**src/rtl/booth_arb_pkg.sv**
```systemverilog
// Shared types and default sizing for the Booth multiplier arbiter.
package booth_arb_pkg;

  localparam int DEF_NREQ        = 4;
  localparam int DEF_WIDTH       = 5;
  localparam int DEF_TIMEOUT_CYC = 32;

  typedef enum logic [2:0] {
    ST_IDLE,
    ST_LOAD_X,
    ST_LOAD_Y,
    ST_WAIT,
    ST_CAP_LO,
    ST_RESP
  } state_e;

endpackage

```
**src/rtl/booth_mult_arbiter_rr_arbiter.sv**
```systemverilog
// Combinational round-robin pick: first set request strictly after last_grant,
// wrapping modulo NREQ. The pointer register lives in the parent.
module rr_arbiter #(
  parameter int NREQ = 4
) (
  input  logic [NREQ-1:0]         req,
  input  logic [$clog2(NREQ)-1:0] last_grant,
  output logic [NREQ-1:0]         gnt,
  output logic [$clog2(NREQ)-1:0] gnt_idx,
  output logic                    gnt_any
);

  localparam int IDX_W = $clog2(NREQ);

  logic [IDX_W-1:0] cand;

  always_comb begin
    gnt     = '0;
    gnt_idx = '0;
    gnt_any = 1'b0;
    cand    = '0;
    for (int i = 1; i <= NREQ; i++) begin
      cand = IDX_W'((int'(last_grant) + i) % NREQ);
      if (!gnt_any && req[cand]) begin
        gnt_any   = 1'b1;
        gnt[cand] = 1'b1;
        gnt_idx   = cand;
      end
    end
  end

endmodule

```
**src/rtl/booth_mult_arbiter.sv**
```systemverilog
// Round-robin front end sharing one bus-serial Booth multiplier among NREQ clients.
// Optional WAIT-state abort is enabled by defining BOOTH_ARB_TIMEOUT_EN.
module booth_mult_arbiter
  import booth_arb_pkg::*;
#(
  parameter int NREQ        = DEF_NREQ,
  parameter int WIDTH       = DEF_WIDTH,
  parameter int TIMEOUT_CYC = DEF_TIMEOUT_CYC
) (
  input  logic                    clk,
  input  logic                    rst,
  input  logic [NREQ-1:0]         req_valid,
  input  logic [NREQ*WIDTH-1:0]   req_x,
  input  logic [NREQ*WIDTH-1:0]   req_y,
  output logic [NREQ-1:0]         req_ready,
  output logic                    rsp_valid,
  input  logic                    rsp_ready,
  output logic [$clog2(NREQ)-1:0] rsp_id,
  output logic [2*WIDTH-1:0]      rsp_prod,
  output logic                    rsp_err,
  output logic                    mul_start,
  output logic [WIDTH-1:0]        mul_inbus,
  input  logic [WIDTH-1:0]        mul_outbus,
  input  logic                    mul_done
);

  localparam int IDX_W = $clog2(NREQ);

  if (NREQ < 2 || NREQ > 8 || WIDTH < 1 || TIMEOUT_CYC < 1) begin : g_cfg_check
    $error("booth_mult_arbiter: parameter out of range");
  end

  state_e                  state_q, state_d;
  logic [IDX_W-1:0]        last_grant_q, last_grant_d;
  logic [IDX_W-1:0]        gid_q, gid_d;
  logic signed [WIDTH-1:0] x_q, x_d;
  logic signed [WIDTH-1:0] y_q, y_d;
  logic [WIDTH-1:0]        hi_q, hi_d;

  logic                    mul_start_q, mul_start_d;
  logic [WIDTH-1:0]        mul_inbus_q, mul_inbus_d;
  logic                    rsp_valid_q, rsp_valid_d;
  logic [IDX_W-1:0]        rsp_id_q, rsp_id_d;
  logic [2*WIDTH-1:0]      rsp_prod_q, rsp_prod_d;

  logic [NREQ-1:0]         arb_gnt;
  logic [IDX_W-1:0]        arb_idx;
  logic                    arb_any;
  logic                    accept;
  logic                    tmo_hit;

  rr_arbiter #(
    .NREQ (NREQ)
  ) u_rr_arbiter (
    .req        (req_valid),
    .last_grant (last_grant_q),
    .gnt        (arb_gnt),
    .gnt_idx    (arb_idx),
    .gnt_any    (arb_any)
  );

  // Grant is only offered while idle and out of reset, so a held reset never accepts.
  assign accept    = (state_q == ST_IDLE) && arb_any && rst;
  assign req_ready = accept ? arb_gnt : '0;

  always_comb begin
    state_d      = state_q;
    last_grant_d = last_grant_q;
    gid_d        = gid_q;
    x_d          = x_q;
    y_d          = y_q;
    hi_d         = hi_q;
    rsp_id_d     = rsp_id_q;
    rsp_prod_d   = rsp_prod_q;

    case (state_q)
      ST_IDLE: begin
        if (accept) begin
          gid_d   = arb_idx;
          x_d     = req_x[arb_idx*WIDTH +: WIDTH];
          y_d     = req_y[arb_idx*WIDTH +: WIDTH];
          state_d = ST_LOAD_X;
        end
      end
      ST_LOAD_X: state_d = ST_LOAD_Y;
      ST_LOAD_Y: state_d = ST_WAIT;
      ST_WAIT: begin
        if (mul_done) begin
          hi_d    = mul_outbus;
          state_d = ST_CAP_LO;
        end else if (tmo_hit) begin
          rsp_id_d   = gid_q;
          rsp_prod_d = '0;
          state_d    = ST_RESP;
        end
      end
      ST_CAP_LO: begin
        rsp_id_d   = gid_q;
        rsp_prod_d = {hi_q, mul_outbus};
        state_d    = ST_RESP;
      end
      ST_RESP: begin
        if (rsp_ready) begin
          last_grant_d = gid_q;
          state_d      = ST_IDLE;
        end
      end
      default: state_d = ST_IDLE;
    endcase

    // Moore outputs registered from the next state so they align with it.
    mul_start_d = (state_d == ST_LOAD_X);
    rsp_valid_d = (state_d == ST_RESP);
    case (state_d)
      ST_LOAD_X: mul_inbus_d = x_d;
      ST_LOAD_Y: mul_inbus_d = y_q;
      default:   mul_inbus_d = '0;
    endcase
  end

  always_ff @(posedge clk) begin
    if (!rst) begin
      state_q      <= ST_IDLE;
      last_grant_q <= IDX_W'(NREQ - 1);
      gid_q        <= '0;
      mul_start_q  <= 1'b0;
      mul_inbus_q  <= '0;
      rsp_valid_q  <= 1'b0;
      rsp_id_q     <= '0;
      rsp_prod_q   <= '0;
    end else begin
      state_q      <= state_d;
      last_grant_q <= last_grant_d;
      gid_q        <= gid_d;
      mul_start_q  <= mul_start_d;
      mul_inbus_q  <= mul_inbus_d;
      rsp_valid_q  <= rsp_valid_d;
      rsp_id_q     <= rsp_id_d;
      rsp_prod_q   <= rsp_prod_d;
    end
  end

  always_ff @(posedge clk) begin
    x_q  <= x_d;
    y_q  <= y_d;
    hi_q <= hi_d;
  end

`ifdef BOOTH_ARB_TIMEOUT_EN
  localparam int CNT_W = $clog2(TIMEOUT_CYC + 1);

  logic [CNT_W-1:0] tmo_cnt_q, tmo_cnt_d;
  logic             rsp_err_q, rsp_err_d;

  // Counter is zero outside WAIT, so it restarts on every WAIT entry.
  assign tmo_hit = (tmo_cnt_q == CNT_W'(TIMEOUT_CYC - 1));

  always_comb begin
    tmo_cnt_d = (state_q == ST_WAIT) ? tmo_cnt_q + 1'b1 : '0;
    rsp_err_d = rsp_err_q;
    if (accept) begin
      rsp_err_d = 1'b0;
    end else if ((state_q == ST_WAIT) && !mul_done && tmo_hit) begin
      rsp_err_d = 1'b1;
    end
  end

  always_ff @(posedge clk) begin
    if (!rst) begin
      tmo_cnt_q <= '0;
      rsp_err_q <= 1'b0;
    end else begin
      tmo_cnt_q <= tmo_cnt_d;
      rsp_err_q <= rsp_err_d;
    end
  end

  assign rsp_err = rsp_err_q;
`else
  assign tmo_hit = 1'b0;
  assign rsp_err = 1'b0;
`endif

  assign mul_start = mul_start_q;
  assign mul_inbus = mul_inbus_q;
  assign rsp_valid = rsp_valid_q;
  assign rsp_id    = rsp_id_q;
  assign rsp_prod  = rsp_prod_q;

endmodule

```
**config.mk**
```make
export PLATFORM = sky130hd
export DESIGN_NAME = booth_mult_arbiter
export DESIGN_NICKNAME = d
export VERILOG_FILES = /design/src/rtl/booth_arb_pkg.sv /design/src/rtl/booth_mult_arbiter_rr_arbiter.sv /design/src/rtl/booth_mult_arbiter.sv
export SDC_FILE = /design/constraint.sdc
export NUM_CORES = 1
export LEC_CHECK = 0
export BUFFER_PORTS_ARGS = -buffer_cell sky130_fd_sc_hd__buf_4
export CAP_MARGIN = 15
export CORE_UTILIZATION = 40
export DETAILED_ROUTE_END_ITERATION = 10
export PLACE_DENSITY = 0.76
export SLEW_MARGIN = 40
export SYNTH_ARGS = -nofsm -noshare
export SYNTH_HDL_FRONTEND = slang
export SYNTH_HIERARCHICAL = 1
export SYNTH_SLANG_ARGS = --single-unit
```
**constraint.sdc**
```tcl
create_clock -name clk -period 3.1 [get_ports clk]
set_clock_uncertainty 0.1 [all_clocks]
set_input_delay 0.775 -clock clk [delete_from_list [all_inputs] [get_ports clk]]
set_output_delay 0.775 -clock clk [all_outputs]
set_load 0.01 [all_outputs]
```
# Yosys cells after proc, flatten, opt, wreduce, memory -nomap -nowiden
# Cells that the tools add are included.
dict set report word_totals {
  word_cells 89
  inputBits 53
  reg_bits 41
}
dict set report op_classes {
  n_reduce_logical 16
  addsub 4
  shift 2
  n_eq_ne 8
  n_bitwise 3
  n_lt_le_gt_ge 8
  muxes 36
  multipliers 1
}
# op n
set ops {}
lappend ops {{variable part select 20 x 6 -> 5 bit} 2}
lappend ops {{2-to-1 mux 4 bit} 5}
lappend ops {{case mux 3 bit (6 select lines)} 1}
lappend ops {{< comparator 2 x 3 -> 1 bit (second input constant)} 4}
lappend ops {{2-to-1 mux 1 bit} 12}
lappend ops {{bitwise OR 4 bit} 3}
lappend ops {{2-to-1 mux 5 bit} 2}
lappend ops {{case mux 5 bit (2 select lines)} 1}
lappend ops {{equality test 3 x 2 -> 1 bit (second input constant)} 3}
lappend ops {{equality test 3 bit (second input constant)} 3}
lappend ops {{logical AND 1 bit} 9}
lappend ops {{2-to-1 mux 3 bit} 3}
lappend ops {{binary-select mux 1 bit (select 2 bit)} 4}
lappend ops {{demux 1 bit (select 2 bit)} 4}
lappend ops {{>= comparator 2 x 1 -> 1 bit (second input constant)} 4}
lappend ops {{2-to-1 mux 2 bit} 4}
lappend ops {{equality test 3 x 1 -> 1 bit (second input constant)} 2}
lappend ops {{AND reduction 2 bit} 3}
lappend ops {{multiplier 2 x 3 -> 5 bit (second input constant)} 1}
lappend ops {{adder 2 x 1 -> 2 bit (second input constant)} 2}
lappend ops {{adder 2 bit (second input constant)} 2}
lappend ops {{zero test 1 bit} 3}
lappend ops {{zero test 3 bit} 1}

# Depth between registers and ports, before layout
# Gate-level depths: netlist of the first run.
dict set report logic_depth {
  depth_word 19
  depth_mapped 11
  mapped_depth_nobuf 8
}

# Modules after synthesis
# Netlist of the first run, hierarchy kept.
# module n_inst cells_each seq_area_each_um2 area_each_um2
set by_module_without_submodules {}
lappend by_module_without_submodules {booth_mult_arbiter 1 116 820.8 1567.8}
lappend by_module_without_submodules {rr_arbiter 1 68 0.0 525.5}

# Least setup slack after synthesis of the first run
# No wires, ideal clock.
dict set report synth_path {
  path_kind {input-to-reg}
  start {in req_valid[0]}
  end {reg mul_inbus_q[0], in the netlist mul_inbus[0]}
  n_path_buf 2
  required_time_ns 2.883
  cell_stages 9
  setup_slack_ns -0.010
  setup_ns 0.117
  arrival_time_ns 2.893
  path_cell_list {buf_6 mux4_2 a21oi_2 nor3_1 nor2_2 o31a_1 buf_2 mux4_2 a22o_1}
}
dict set report synth_between {
  word_cells_on_any_way 33
  classes_between {mul (1); eq/ne (2); shift (1); mux (21); reduce/logical (8)}
}
# element line
set synth_rtl {}
lappend synth_rtl {{start, declared} booth_mult_arbiter.sv:12} ;# input logic [NREQ-1:0] req_valid,
lappend synth_rtl {{binary-select mux 1 bit (select 2 bit)} booth_mult_arbiter_rr_arbiter.sv:24} ;# if (!gnt_any && req[cand]) begin
lappend synth_rtl {{2-to-1 mux 1 bit (not written as such)} booth_mult_arbiter_rr_arbiter.sv:24}
lappend synth_rtl {{2-to-1 mux 1 bit} booth_mult_arbiter_rr_arbiter.sv:24}
lappend synth_rtl {{zero test 1 bit} booth_mult_arbiter_rr_arbiter.sv:24}
lappend synth_rtl {{logical AND 1 bit} booth_mult_arbiter_rr_arbiter.sv:24}
lappend synth_rtl {{2-to-1 mux 1 bit} booth_mult_arbiter_rr_arbiter.sv:24}
lappend synth_rtl {{zero test 1 bit} booth_mult_arbiter_rr_arbiter.sv:24}
lappend synth_rtl {{logical AND 1 bit} booth_mult_arbiter_rr_arbiter.sv:24}
lappend synth_rtl {{[2 not listed]} --}
lappend synth_rtl {{logical AND 1 bit} booth_mult_arbiter_rr_arbiter.sv:24}
lappend synth_rtl {{2-to-1 mux 2 bit *} booth_mult_arbiter_rr_arbiter.sv:24}
lappend synth_rtl {{via arb_idx[0]} booth_mult_arbiter.sv:47} ;# logic [IDX_W-1:0] arb_idx;
lappend synth_rtl {{multiplier 2 x 3 -> 5 bit *} booth_mult_arbiter.sv:80} ;# x_d = req_x[arb_idx*WIDTH +: WIDTH];
lappend synth_rtl {{variable part select 20 x 6 -> 5 bit *} booth_mult_arbiter.sv:80}
lappend synth_rtl {{2-to-1 mux 5 bit *} booth_mult_arbiter.sv:78} ;# if (accept) begin
lappend synth_rtl {{2-to-1 mux 5 bit *} booth_mult_arbiter.sv:76} ;# case (state_q)
lappend synth_rtl {{case mux 5 bit (2 select lines) *} booth_mult_arbiter.sv:114} ;# case (state_d)
lappend synth_rtl {{end signal, assigned} booth_mult_arbiter.sv:136} ;# mul_inbus_q <= mul_inbus_d;
lappend synth_rtl {{end, declared} booth_mult_arbiter.sv:41} ;# logic [WIDTH-1:0] mul_inbus_q, mul_inbus_d;
# Mark *: on every way through the listed nets, which the timed path passes. The rest lies on a longest branch. The select of a mux whose other input is x is not followed.
# A chain may end at the register's enable or synchronous reset.

# Worst setup path after layout of the first run
dict set report layout_path {
  start {in req_valid[2]}
  end {out req_ready[1]}
}
dict set report layout_between {
  word_cells_on_any_way 28
  classes_between {mux (17); bitwise (3); reduce/logical (8)}
}
# element line
set layout_rtl {}
lappend layout_rtl {{binary-select mux 1 bit (select 2 bit)} booth_mult_arbiter_rr_arbiter.sv:24}
lappend layout_rtl {{2-to-1 mux 1 bit (not written as such)} booth_mult_arbiter_rr_arbiter.sv:24}
lappend layout_rtl {{2-to-1 mux 1 bit} booth_mult_arbiter_rr_arbiter.sv:24}
lappend layout_rtl {{zero test 1 bit} booth_mult_arbiter_rr_arbiter.sv:24}
lappend layout_rtl {{logical AND 1 bit} booth_mult_arbiter_rr_arbiter.sv:24}
lappend layout_rtl {{2-to-1 mux 1 bit} booth_mult_arbiter_rr_arbiter.sv:24}
lappend layout_rtl {{zero test 1 bit} booth_mult_arbiter_rr_arbiter.sv:24}
lappend layout_rtl {{logical AND 1 bit} booth_mult_arbiter_rr_arbiter.sv:24}
lappend layout_rtl {{2-to-1 mux 1 bit} booth_mult_arbiter_rr_arbiter.sv:24}
lappend layout_rtl {{zero test 1 bit} booth_mult_arbiter_rr_arbiter.sv:24}
lappend layout_rtl {{logical AND 1 bit} booth_mult_arbiter_rr_arbiter.sv:24}
lappend layout_rtl {{2-to-1 mux 4 bit *} booth_mult_arbiter_rr_arbiter.sv:24}
lappend layout_rtl {{via arb_gnt[1]} booth_mult_arbiter.sv:46} ;# logic [NREQ-1:0] arb_gnt;
lappend layout_rtl {{2-to-1 mux 4 bit *} booth_mult_arbiter.sv:64} ;# assign req_ready = accept ? arb_gnt : '0;
lappend layout_rtl {{end, declared} booth_mult_arbiter.sv:15} ;# output logic [NREQ-1:0] req_ready,
# Marked as above.

==> run summary, run 1 <==
Status: finished, final reports clean
Total congestion overflow: 0
Combinational fraction of design power: 0.194
Final nets: 329
Mapped Cells: 184
Syn Nets: 245
Final setup viols: 0
Critical path endpoint category: output pin
Setup CP Type: primary input to output pin
Lkg Pwr: 0.001232 uW
DR vias: 1751
Slew headroom: 0.6598
Main combinational cell family by area after synthesis: multiplexers
Filler cells: 432
Internal: 884.6 uW
DIE HEIGHT: 74.34 um
Total CTS buffers: 5
Starting Density: 0.4290
Post-synthesis mux area share: 0.2056
Number of global-route vias before repair: 1609
Total track usage: 0.1787
Avg Cell Area, Syn: 11.38 um2
Starting DRT DRC Count: 106
Clock transition at path regs: 0.07 ns
CTS tree: yes
Post-synthesis xor/xnor area fraction: 0
Post-DR wirelength/cell: 14.48 um
Clock Tree Root: clkbuf_8
Final hold viol count: 0
Adder-Cell Fraction of Synth Area: 0.04782
Async set-reset flop share out of synthesis: 0
Drt first pass iters: 4
Post-Route WL: 4.866 mm
Vias/cell: 5.211
Initial antenna violation count: 0
Sequential share of power: 0.463
Max Freq: 0.3279 GHz
Synth unique cells: 46
Power density cells: 387.3 mW/mm2
Clock share of power: 0.343
Die width: 74.34 um
Hold WC Path Type: register to register
Share of cells above drive strength 1: 0.4758
Switching part of the total: 0.2281
Commonest non-fill, non-tap cell in the layout: buf_4
Post-synth EDFFs: 10
Area growth, synth to finish: 41.36%
Post-Synth Simple-Gate Area: 0.1590
Total clock sinks: 36
DPL Wire Length: 3.555 mm
Setup crit start kind: primary input
DRC: 0
Fin crit share: 0.9837
Top FF cell, synth: dfxtp_1
I/O pin cnt: 77
Pin count of the biggest net entering global routing: 22
Seq cells post-synth: 36
CP arrival: 2.17 ns
Row count: 25
P_sw: 261.4 uW
CP Data Required Time: 2.22 ns
Syn Std Cell Area: 0.002093 mm2
Complex-gate fraction of the synthesized area: 0.1369
Sequential area share after synthesis: 0.3921
Worst-Skew Late Latency: 0.28 ns
DRT antenna net count: 0
Die area: 0.005526 mm2
Core Util, Final: 0.6064
CORE AREA: 0.004880 mm2
Maxcap violations: 0
VDD IR max: 0.0002527 V
Design Power: 1146 uW
Post-CTS Hold Buffers: 0
Ys Warns: 6
Max FO, Critical Path: 7
Min Tclk post-route: 3.049 ns
# diodes: 0
First-pass GRT wire length: 7.452 mm
Port bufs: 75
Slew @ Worst Pin: 0.5084 ns
GP Congestion: 0.9464
Unrepaired setup endpoints after global routing: true
Htree depth: 2
Clock buffer depth: 2
Final Max Slew Viols: 0
Commonest cells after routing, fill and taps aside: buf_4 (84), dfxtp_1 (25), nand2_1 (16)
[synth_stat cells, drive strengths merged (3+ instances only)]
cell type,number,area share
a22o,5,0.021
nand2,16,0.029
ha,8,0.048
nor2b,14,0.042
mux2i,17,0.087
dfxtp,26,0.25
a21oi,5,0.014
clkbuf,3,0.0054
nand3,4,0.0096
inv,4,0.0072
edfxtp,10,0.14
o21ai,9,0.022
a221o,4,0.019
buf,10,0.044
and2,4,0.012
nor2,7,0.014
and3,4,0.012
mux4,11,0.12
[per-layer routing]
metal | part of all wire | vias up | track usage
li1 | - | 844 | -
met4 | 0.014 | 0 | 0.06289
met2 | 0.50 | 63 | 0.2970
met1 | 0.42 | 835 | 0.2274
met3 | 0.066 | 9 | 0.04336
met5 | 0 | - | 0
[timing repair]
item | in CTS | in global routing
endpoints found under the setup margin | 4 | 4
setup buffers | 0 | 1
gates resized for setup | 2 | 18
pin swaps | 0 | 5
[flip-flops by register name, summed over array words and instances (netlist names)]
| name | count |
|---|---|
| mul_start | 1 |
| state_q | 3 |
| rsp_prod | 10 |
| last_grant_q | 2 |
| rsp_id | 2 |
| gid_q | 2 |
| mul_inbus | 5 |
| rsp_valid | 1 |
| y_q | 5 |
| hi_q | 5 |
[power by group through the flow]
stage	Combinational, uW	Sequential, uW	Clock (uW)
2_1_floorplan	122	540	0
3_3_place_gp	210	540	0
3_5_place_dp	214	541	0
4_1_cts	215	531	404
5_1_grt	241	533	426
6_report	223	530	393
[per-stage QoR]
stage | setup TNS (ns) | hold WS (ns) | std cells | setup slack [ns] | instance area (um2)
floorplan | 0 | 0.3355 | 184 | 0.07593 | 2096
global placement | 0 | 0.3398 | 327 | 0.04709 | 2754
detailed placement | 0 | 0.3460 | 327 | 0.01092 | 2754
CTS | 0 | 0.3670 | 335 | 0.01693 | 2865
global route | -0.009136 | 0.3740 | 336 | -0.009136 | 2959
finish | 0 | 0.3658 | 336 | 0.05052 | 2959
[cells by family (layout without fill, tap and decap cells)]
family,after synthesis,after routing
buffers and inverters,17,102
AO/OA/AOI/OAI,36,36
multiplexers,28,28
flip-flops,36,36
other,1,1
AND/OR/NAND/NOR,58,58
adder cells (fa/ha/maj),8,8
[path summary, 6_finish.rpt]
path,start,to,slack [ns],cells past startpoint
setup reg to reg,last_grant_q[0]$_SDFFE_PN1P_,mul_inbus[3]$_SDFF_PN0_,0.30,9
hold reg to reg,y_q[0]$_DFFE_PP_,mul_inbus[0]$_SDFF_PN0_,0.37,1
setup / recovery,req_valid[2],req_ready[1],0.05,7
hold / removal,y_q[0]$_DFFE_PP_,mul_inbus[0]$_SDFF_PN0_,0.37,1
[layout make-up]
cell class                      instances  area, um2  area share
Multi-Input combinational cell        131       1221      0.4127
Clock buffer                            6      72.57     0.02452
Tap cell                               67      83.83     0.02833
Sequential cell                        36      824.5      0.2786
Clock inverter                          2      35.03     0.01184
Inverter                                4      15.01    0.005074
Timing Repair Buffer                   90      706.9      0.2389
[worst max-delay path, stage by stage]
cell and delay (ns):
buf_6 0.10, mux4_2 0.56, nand2_1 0.11, o21ai_1 0.06
a221o_1 0.28, and3_1 0.15, buf_4 0.14
Note: power is estimated with default switching activity, not from simulation.
==> run 2, diff against run 1 <==
--- a/config.mk
+++ b/config.mk
@@ -7,9 +7,11 @@
 export LEC_CHECK = 0
 export BUFFER_PORTS_ARGS = -buffer_cell sky130_fd_sc_hd__buf_4
 export CAP_MARGIN = 15
-export CORE_UTILIZATION = 40
+export CELL_PAD_IN_SITES_DETAIL_PLACEMENT = 0
+export CELL_PAD_IN_SITES_GLOBAL_PLACEMENT = 1
+export CORE_UTILIZATION = 34
 export DETAILED_ROUTE_END_ITERATION = 10
-export PLACE_DENSITY = 0.76
+export PLACE_DENSITY = 0.83
 export SLEW_MARGIN = 40
 export SYNTH_ARGS = -nofsm -noshare
 export SYNTH_HDL_FRONTEND = slang
==> run 2 against run 1 <==
Effect of this change: sequential power about the same; fmax about the same; first-iteration DRC count fell by 43%.
==> run summary, run 2 (synthesis results as in run 1) <==
Share of cells above drive strength 1: 0.4799
CP peak stage delay: 0.55 ns
Clock transition at path regs: 0.07 ns
Core Util, Final: 0.4979
Row count: 28
Power density cells: 365.1 mW/mm2
Worst-path cell chain: buf_4, mux4_2, a211oi_4, a221o_1, and3_4, buf_4
Worst min-delay path startpoint: y_q[1]$_DFFE_PP_
Initial antenna violation count: 0
Worst-Skew Late Latency: 0.28 ns
Die area: 0.006475 mm2
Most frequent CP cell: buf_4
Design Power: 1076 uW
Final setup viols: 0
Htree depth: 2
Slew @ Worst Pin: 0.5542 ns
Starting DRT DRC Count: 60
Fin worst setup slack: 0.05039 ns
Dpl cells: 336
Commonest cells after routing, fill and taps aside: buf_4 (92), dfxtp_1 (25), nand2_1 (16)
Reg-to-Reg Start: last_grant_q[0]$_SDFFE_PN1P_
Number of global-route vias before repair: 1534
Max FFs per register: 10
Post-Route WL: 4.682 mm
Crit path from: req_valid[3]
DRC: 0
DR vias: 1706
Final hold slack: 0.3611 ns
CTS tree: yes
Hold WC Path Type: register to register
Total track usage: 0.1464
Post-CTS Hold Buffers: 0
Die width: 80.47 um
Buf/Inv on CP: 2
Slew headroom: 0.6291
Vias/cell: 4.902
CORE AREA: 0.005921 mm2
Final Max Slew Viols: 0
Status: finished, final reports clean
Starting Density: 0.3536
Post-DR wirelength/cell: 13.45 um
Min Tclk post-route: 3.050 ns
Total clock sinks: 36
Place WS: 0.01690 ns
GP Congestion: 0.8371
CP arrival: 2.17 ns
First-pass GRT wire length: 7.134 mm
Setup CP Type: primary input to output pin
CP Data Required Time: 2.22 ns
Drt first pass iters: 4
Setup crit start kind: primary input
Cell Count, Final, Fillers Out: 348
Final nets: 333
Unrepaired setup endpoints after global routing: true
Clock buffer depth: 2
DRT antenna net count: 0
Critical path endpoint category: output pin
Maxcap violations: 0
Total congestion overflow: 0
Max FO, Critical Path: 6
Total CTS buffers: 5
Clock Tree Root: clkbuf_8
DIE HEIGHT: 80.47 um
Top Family by Delay on Critical Path: multiplexers
Critical-path top delay cell: mux4_2
Filler cells: 528
Pin count of the biggest net entering global routing: 22
I/O pin cnt: 77
Area growth, synth to finish: 40.82%
Commonest non-fill, non-tap cell in the layout: buf_4
# diodes: 0
Lkg Pwr: 0.001236 uW
VDD IR max: 0.0001896 V
Max Freq: 0.3279 GHz
Port bufs: 75
Fin crit share: 0.9837
Final hold viol count: 0
DPL Wire Length: 3.474 mm
==> run 2: metal layers <==
layer / up-vias / wire length [um] / GRT usage
met5: - / 0 / 0
met4: 0 / 65 / 0.07321
met3: 7 / 254 / 0.03523
met2: 52 / 2226 / 0.2186
met1: 791 / 2135 / 0.1959
li1: 856 / - / -
==> run 2: worst register-to-register path: stages, from the launching register on <==
cell and delay, ns:
dfxtp_2 0.40, mux4_2 0.62, buf_4 0.18, a21oi_2 0.12
nor3_1 0.06, nor2_2 0.08, o31a_1 0.18, buf_12 0.16
mux4_2 0.51, a22o_1 0.24
==> run 2: final cells by class <==
| class | instances | area, um2 | area share |
|---|---|---|---|
| multi-input combinational | 131 | 1199 | 0.4066 |
| sequential | 36 | 822.0 | 0.2789 |
| timing repair buffer | 94 | 730.7 | 0.2479 |
| tap | 75 | 93.84 | 0.03183 |
| clock buffer | 5 | 68.82 | 0.02334 |
| clock inverter | 3 | 18.77 | 0.006367 |
| inverter | 4 | 15.01 | 0.005093 |
==> run 2: path summary, 6_finish.rpt <==
path                                                 to  slack, ns  cells past startpoint
worst max-delay path                       req_ready[0]       0.05                      6
worst min-delay path            mul_inbus[1]$_SDFF_PN0_       0.36                      1
worst max register to register  mul_inbus[4]$_SDFF_PN0_       0.35                      9
worst min register to register  mul_inbus[1]$_SDFF_PN0_       0.36                      1
==> run 2: power breakdown <==
group,internal [uW],leakage (uW),total (uW),switching [uW]
clock network,156,0.0000479,325,168
registers,513,0.000304,530,16.7
logic,135,0.000884,222,86.6
total,805,0.00124,1080,272
==> run 2: per-stage QoR <==
stage | TNS [ns] | cell area (um2)
6_report | 0 | 2948
5_1_grt | -0.04102 | 2948
4_1_cts | 0 | 2885
3_5_place_dp | 0 | 2784
3_3_place_gp | 0 | 2784
2_1_floorplan | 0 | 2096
==> run 2: repair_timing <==
action,4_1_cts,5_1_grt
gates resized for setup,3,8
setup endpoints to repair,4,4
buffers inserted,0,4
pin swaps,0,3
hold endpoints to repair,0,0
==> run 3, diff against run 2 <==
--- a/config.mk
+++ b/config.mk
@@ -5,13 +5,15 @@
 export SDC_FILE = /design/constraint.sdc
 export NUM_CORES = 1
 export LEC_CHECK = 0
+export ABC_AREA = 1
 export BUFFER_PORTS_ARGS = -buffer_cell sky130_fd_sc_hd__buf_4
 export CAP_MARGIN = 15
 export CELL_PAD_IN_SITES_DETAIL_PLACEMENT = 0
 export CELL_PAD_IN_SITES_GLOBAL_PLACEMENT = 1
-export CORE_UTILIZATION = 34
+export CORE_UTILIZATION = 31
 export DETAILED_ROUTE_END_ITERATION = 10
-export PLACE_DENSITY = 0.83
+export PLACE_DENSITY = 0.82
+export SKIP_CTS_REPAIR_TIMING = 1
 export SLEW_MARGIN = 40
 export SYNTH_ARGS = -nofsm -noshare
 export SYNTH_HDL_FRONTEND = slang
==> constraint.sdc (replaced) <==
create_clock -name clk -period 3.1 [get_ports clk]
set_clock_uncertainty 0.1 [all_clocks]
set_input_delay 0.465 -clock clk [delete_from_list [all_inputs] [get_ports clk]]
set_output_delay 0.465 -clock clk [all_outputs]
set_load 0.01 [all_outputs]
==> run 3 against run 2 <==
Effect of this change: the flow now finishes with violations (DRC); combinational power up 9.5%; first-iteration DRC count down 3.3%; power up 5.2%; cell count up 25%; via count up 18%; sequential power up 0.8%; sequential share of layout area up 1.1 points; flip-flop and latch count unchanged; register-to-register slack better by 0.26 ns; final area down 3.8%; largest power group unchanged.
==> run summary, run 3 <==
CORE AREA: 0.006459 mm2
Area growth, synth to finish: 34.22%
Most used standard cell by instance count after synthesis: nor2_1
DIE HEIGHT: 84.57 um
GP Congestion: 0.8907
Total congestion overflow: 0
Post-DR wirelength/cell: 11.39 um
Fin worst setup slack: 0.4275 ns
DRC: 1
CP Data Required Time: 2.53 ns
Ys Warns: 6
Max FFs per register: 10
Final Max Slew Viols: 0
Syn Std Cell Area: 0.002113 mm2
Top cells by count, synth: nor2_1 (48), nand2_1 (45), dfxtp_1 (26)
Min Tclk post-route: 2.672 ns
Power density cells: 399.2 mW/mm2
Post-synth top area cell: dfxtp_1
Violated checks: DRC
CTS tree: yes
DRT antenna net count: 0
Synth unique cells: 31
Commonest cells after routing, fill and taps aside: buf_4 (78), nor2_1 (48), nand2_1 (45)
Seq cells post-synth: 36
Vias/cell: 4.634
DPL Wire Length: 3.879 mm
Final setup viols: 0
Htree depth: 2
Pin count of the biggest net entering global routing: 21
TNS Setup: 0 ns
First-pass GRT wire length: 8.549 mm
Die area: 0.007151 mm2
Critical path endpoint category: output pin
Die width: 84.57 um
Setup crit start kind: register
Max Freq: 0.3742 GHz
Port bufs: 75
DR vias: 2011
I/O pin cnt: 77
Place WS: 0.4467 ns
Critical-path top delay cell: dfxtp_2
Avg Cell Area, Syn: 7.547 um2
Worst-path cell chain: inv_2, ha_1, inv_1, nand2_2, nand2_2, nor2_2, a21oi_1, nand3_1, inv_1, nor2_1, buf_4
Post-Route WL: 4.942 mm
Total CTS buffers: 5
Share of cells above drive strength 1: 0.3697
Setup CP Type: register to output pin
Async set-reset flop share out of synthesis: 0
CP arrival: 2.11 ns
Drt first pass iters: 7
Starting Density: 0.3272
# diodes: 0
Wire length on met2: 2.520 mm
Row count: 29
Top FF cell, synth: dfxtp_1
Max FO, Critical Path: 10
Final nets: 417
DR top layer: met4
Top cell type's share of synthesized area: 0.2463
Worst R2R Setup Slack: 0.61 ns
Clock transition at path regs: 0.08 ns
Maxcap violations: 0
Worst-Skew Late Latency: 0.28 ns
Number of global-route vias before repair: 1983
Clock Tree Root: clkbuf_8
VDD IR max: 0.0001814 V
Largest cells by area after synthesis: dfxtp_1 (25%), edfxtp_1 (14%), nor2_1 (8.5%), nand2_1 (8.0%), nand3_1 (5.0%)
Post-synth EDFFs: 10
Unrepaired setup endpoints after global routing: false
Starting DRT DRC Count: 58
Commonest non-fill, non-tap cell in the layout: buf_4
Clock buffer depth: 2
Buf/Inv on CP: 4
Final hold viol count: 0
Met3 wire len: 179 um
Fin crit share: 0.8621
Total track usage: 0.1449
Met1 WL: 2.220 mm
Sequential area share after synthesis: 0.3884
Initial antenna violation count: 0
Status: complete, but fails checks
Total clock sinks: 36
Syn Nets: 341
Lkg Pwr: 0.001361 uW
Mapped Cells: 280
Top Family by Delay on Critical Path: simple AND/OR/NAND/NOR gates
CP peak stage delay: 0.44 ns
Hold WC Path Type: primary input to register
-- run 3: cell count changes after synthesis, sizes merged, moves of 8 or more --
cell   previous run  this run
nor2              7        61
nand2            16        52
nand3             4        23
o21ai             9        32
nand4             0         8
nor2b            14         0
inv               4        26
mux2i            17         0
mux4             11         0
-- run 3: cell families after synthesis --
logic type / after synthesis / share of synthesized area
buffers and inverters: 35 / 0.07578
and+or+nand+nor: 146 / 0.3286
adders and majority gates: 8 / 0.04737
AOI/OAI and AO/OA: 54 / 0.1581
other: 1 / 0.001774
DFF: 36 / 0.3884
-- run 3: cell type report --
class,count,area (um2)
fill,667,3622
multi-input combinational,209,1132
sequential,36,823.3
timing repair buffer,78,585.6
inverter,26,102.6
tap,77,96.34
clock buffer,6,82.58
clock inverter,2,13.76
-- run 3: metrics by stage --
stage | total power (uW) | utilization | hold WS (ns) | cells | instance area, um2
finish | 1132 | 0.4392 | 0.2637 | 434 | 2836
global placement | 791.3 | 0.4239 | 0.3269 | 426 | 2738
floorplan | 682.7 | - | 0.3190 | 280 | 2113
detailed placement | 791.0 | 0.4239 | 0.3307 | 426 | 2738
CTS | 1149 | 0.4388 | 0.2537 | 434 | 2834
global route | 1196 | 0.4392 | 0.2502 | 434 | 2836
-- run 3: path summary, 6_finish.rpt --
kind	from	end	cells past startpoint
setup / recovery	last_grant_q[0]$_SDFFE_PN1P_	req_ready[1]	11
hold / removal	mul_outbus[1]	hi_q[1]$_DFFE_PP_	1
setup reg to reg	last_grant_q[0]$_SDFFE_PN1P_	y_q[4]$_DFFE_PP_	11
hold reg to reg	y_q[0]$_DFFE_PP_	mul_inbus[0]$_SDFF_PN0_	2
-- run 3: power breakdown --
part	switching, uW	internal [uW]	leakage (uW)
Clock	174	182	0.0000516
Sequential	16.3	517	0.000303
Combinational	131	112	0.00101
Total	321	811	0.00136
-- run 3: worst register-to-register path, stage by stage (launching register included) --
cell	delay (ns)
dfxtp_2	0.44
inv_2	0.14
ha_1	0.35
inv_1	0.09
nand2_2	0.12
nand2_2	0.08
nor2_2	0.17
nor2_1	0.07
a21oi_2	0.20
inv_2	0.16
o21ai_0	0.24
o22ai_1	0.10
-- run 3: per-layer routing --
layer,GRT usage,vias to the layer above
met5,0,-
met4,0.02773,0
met3,0.03147,2
met2,0.2720,44
met1,0.1692,888
li1,-,1077
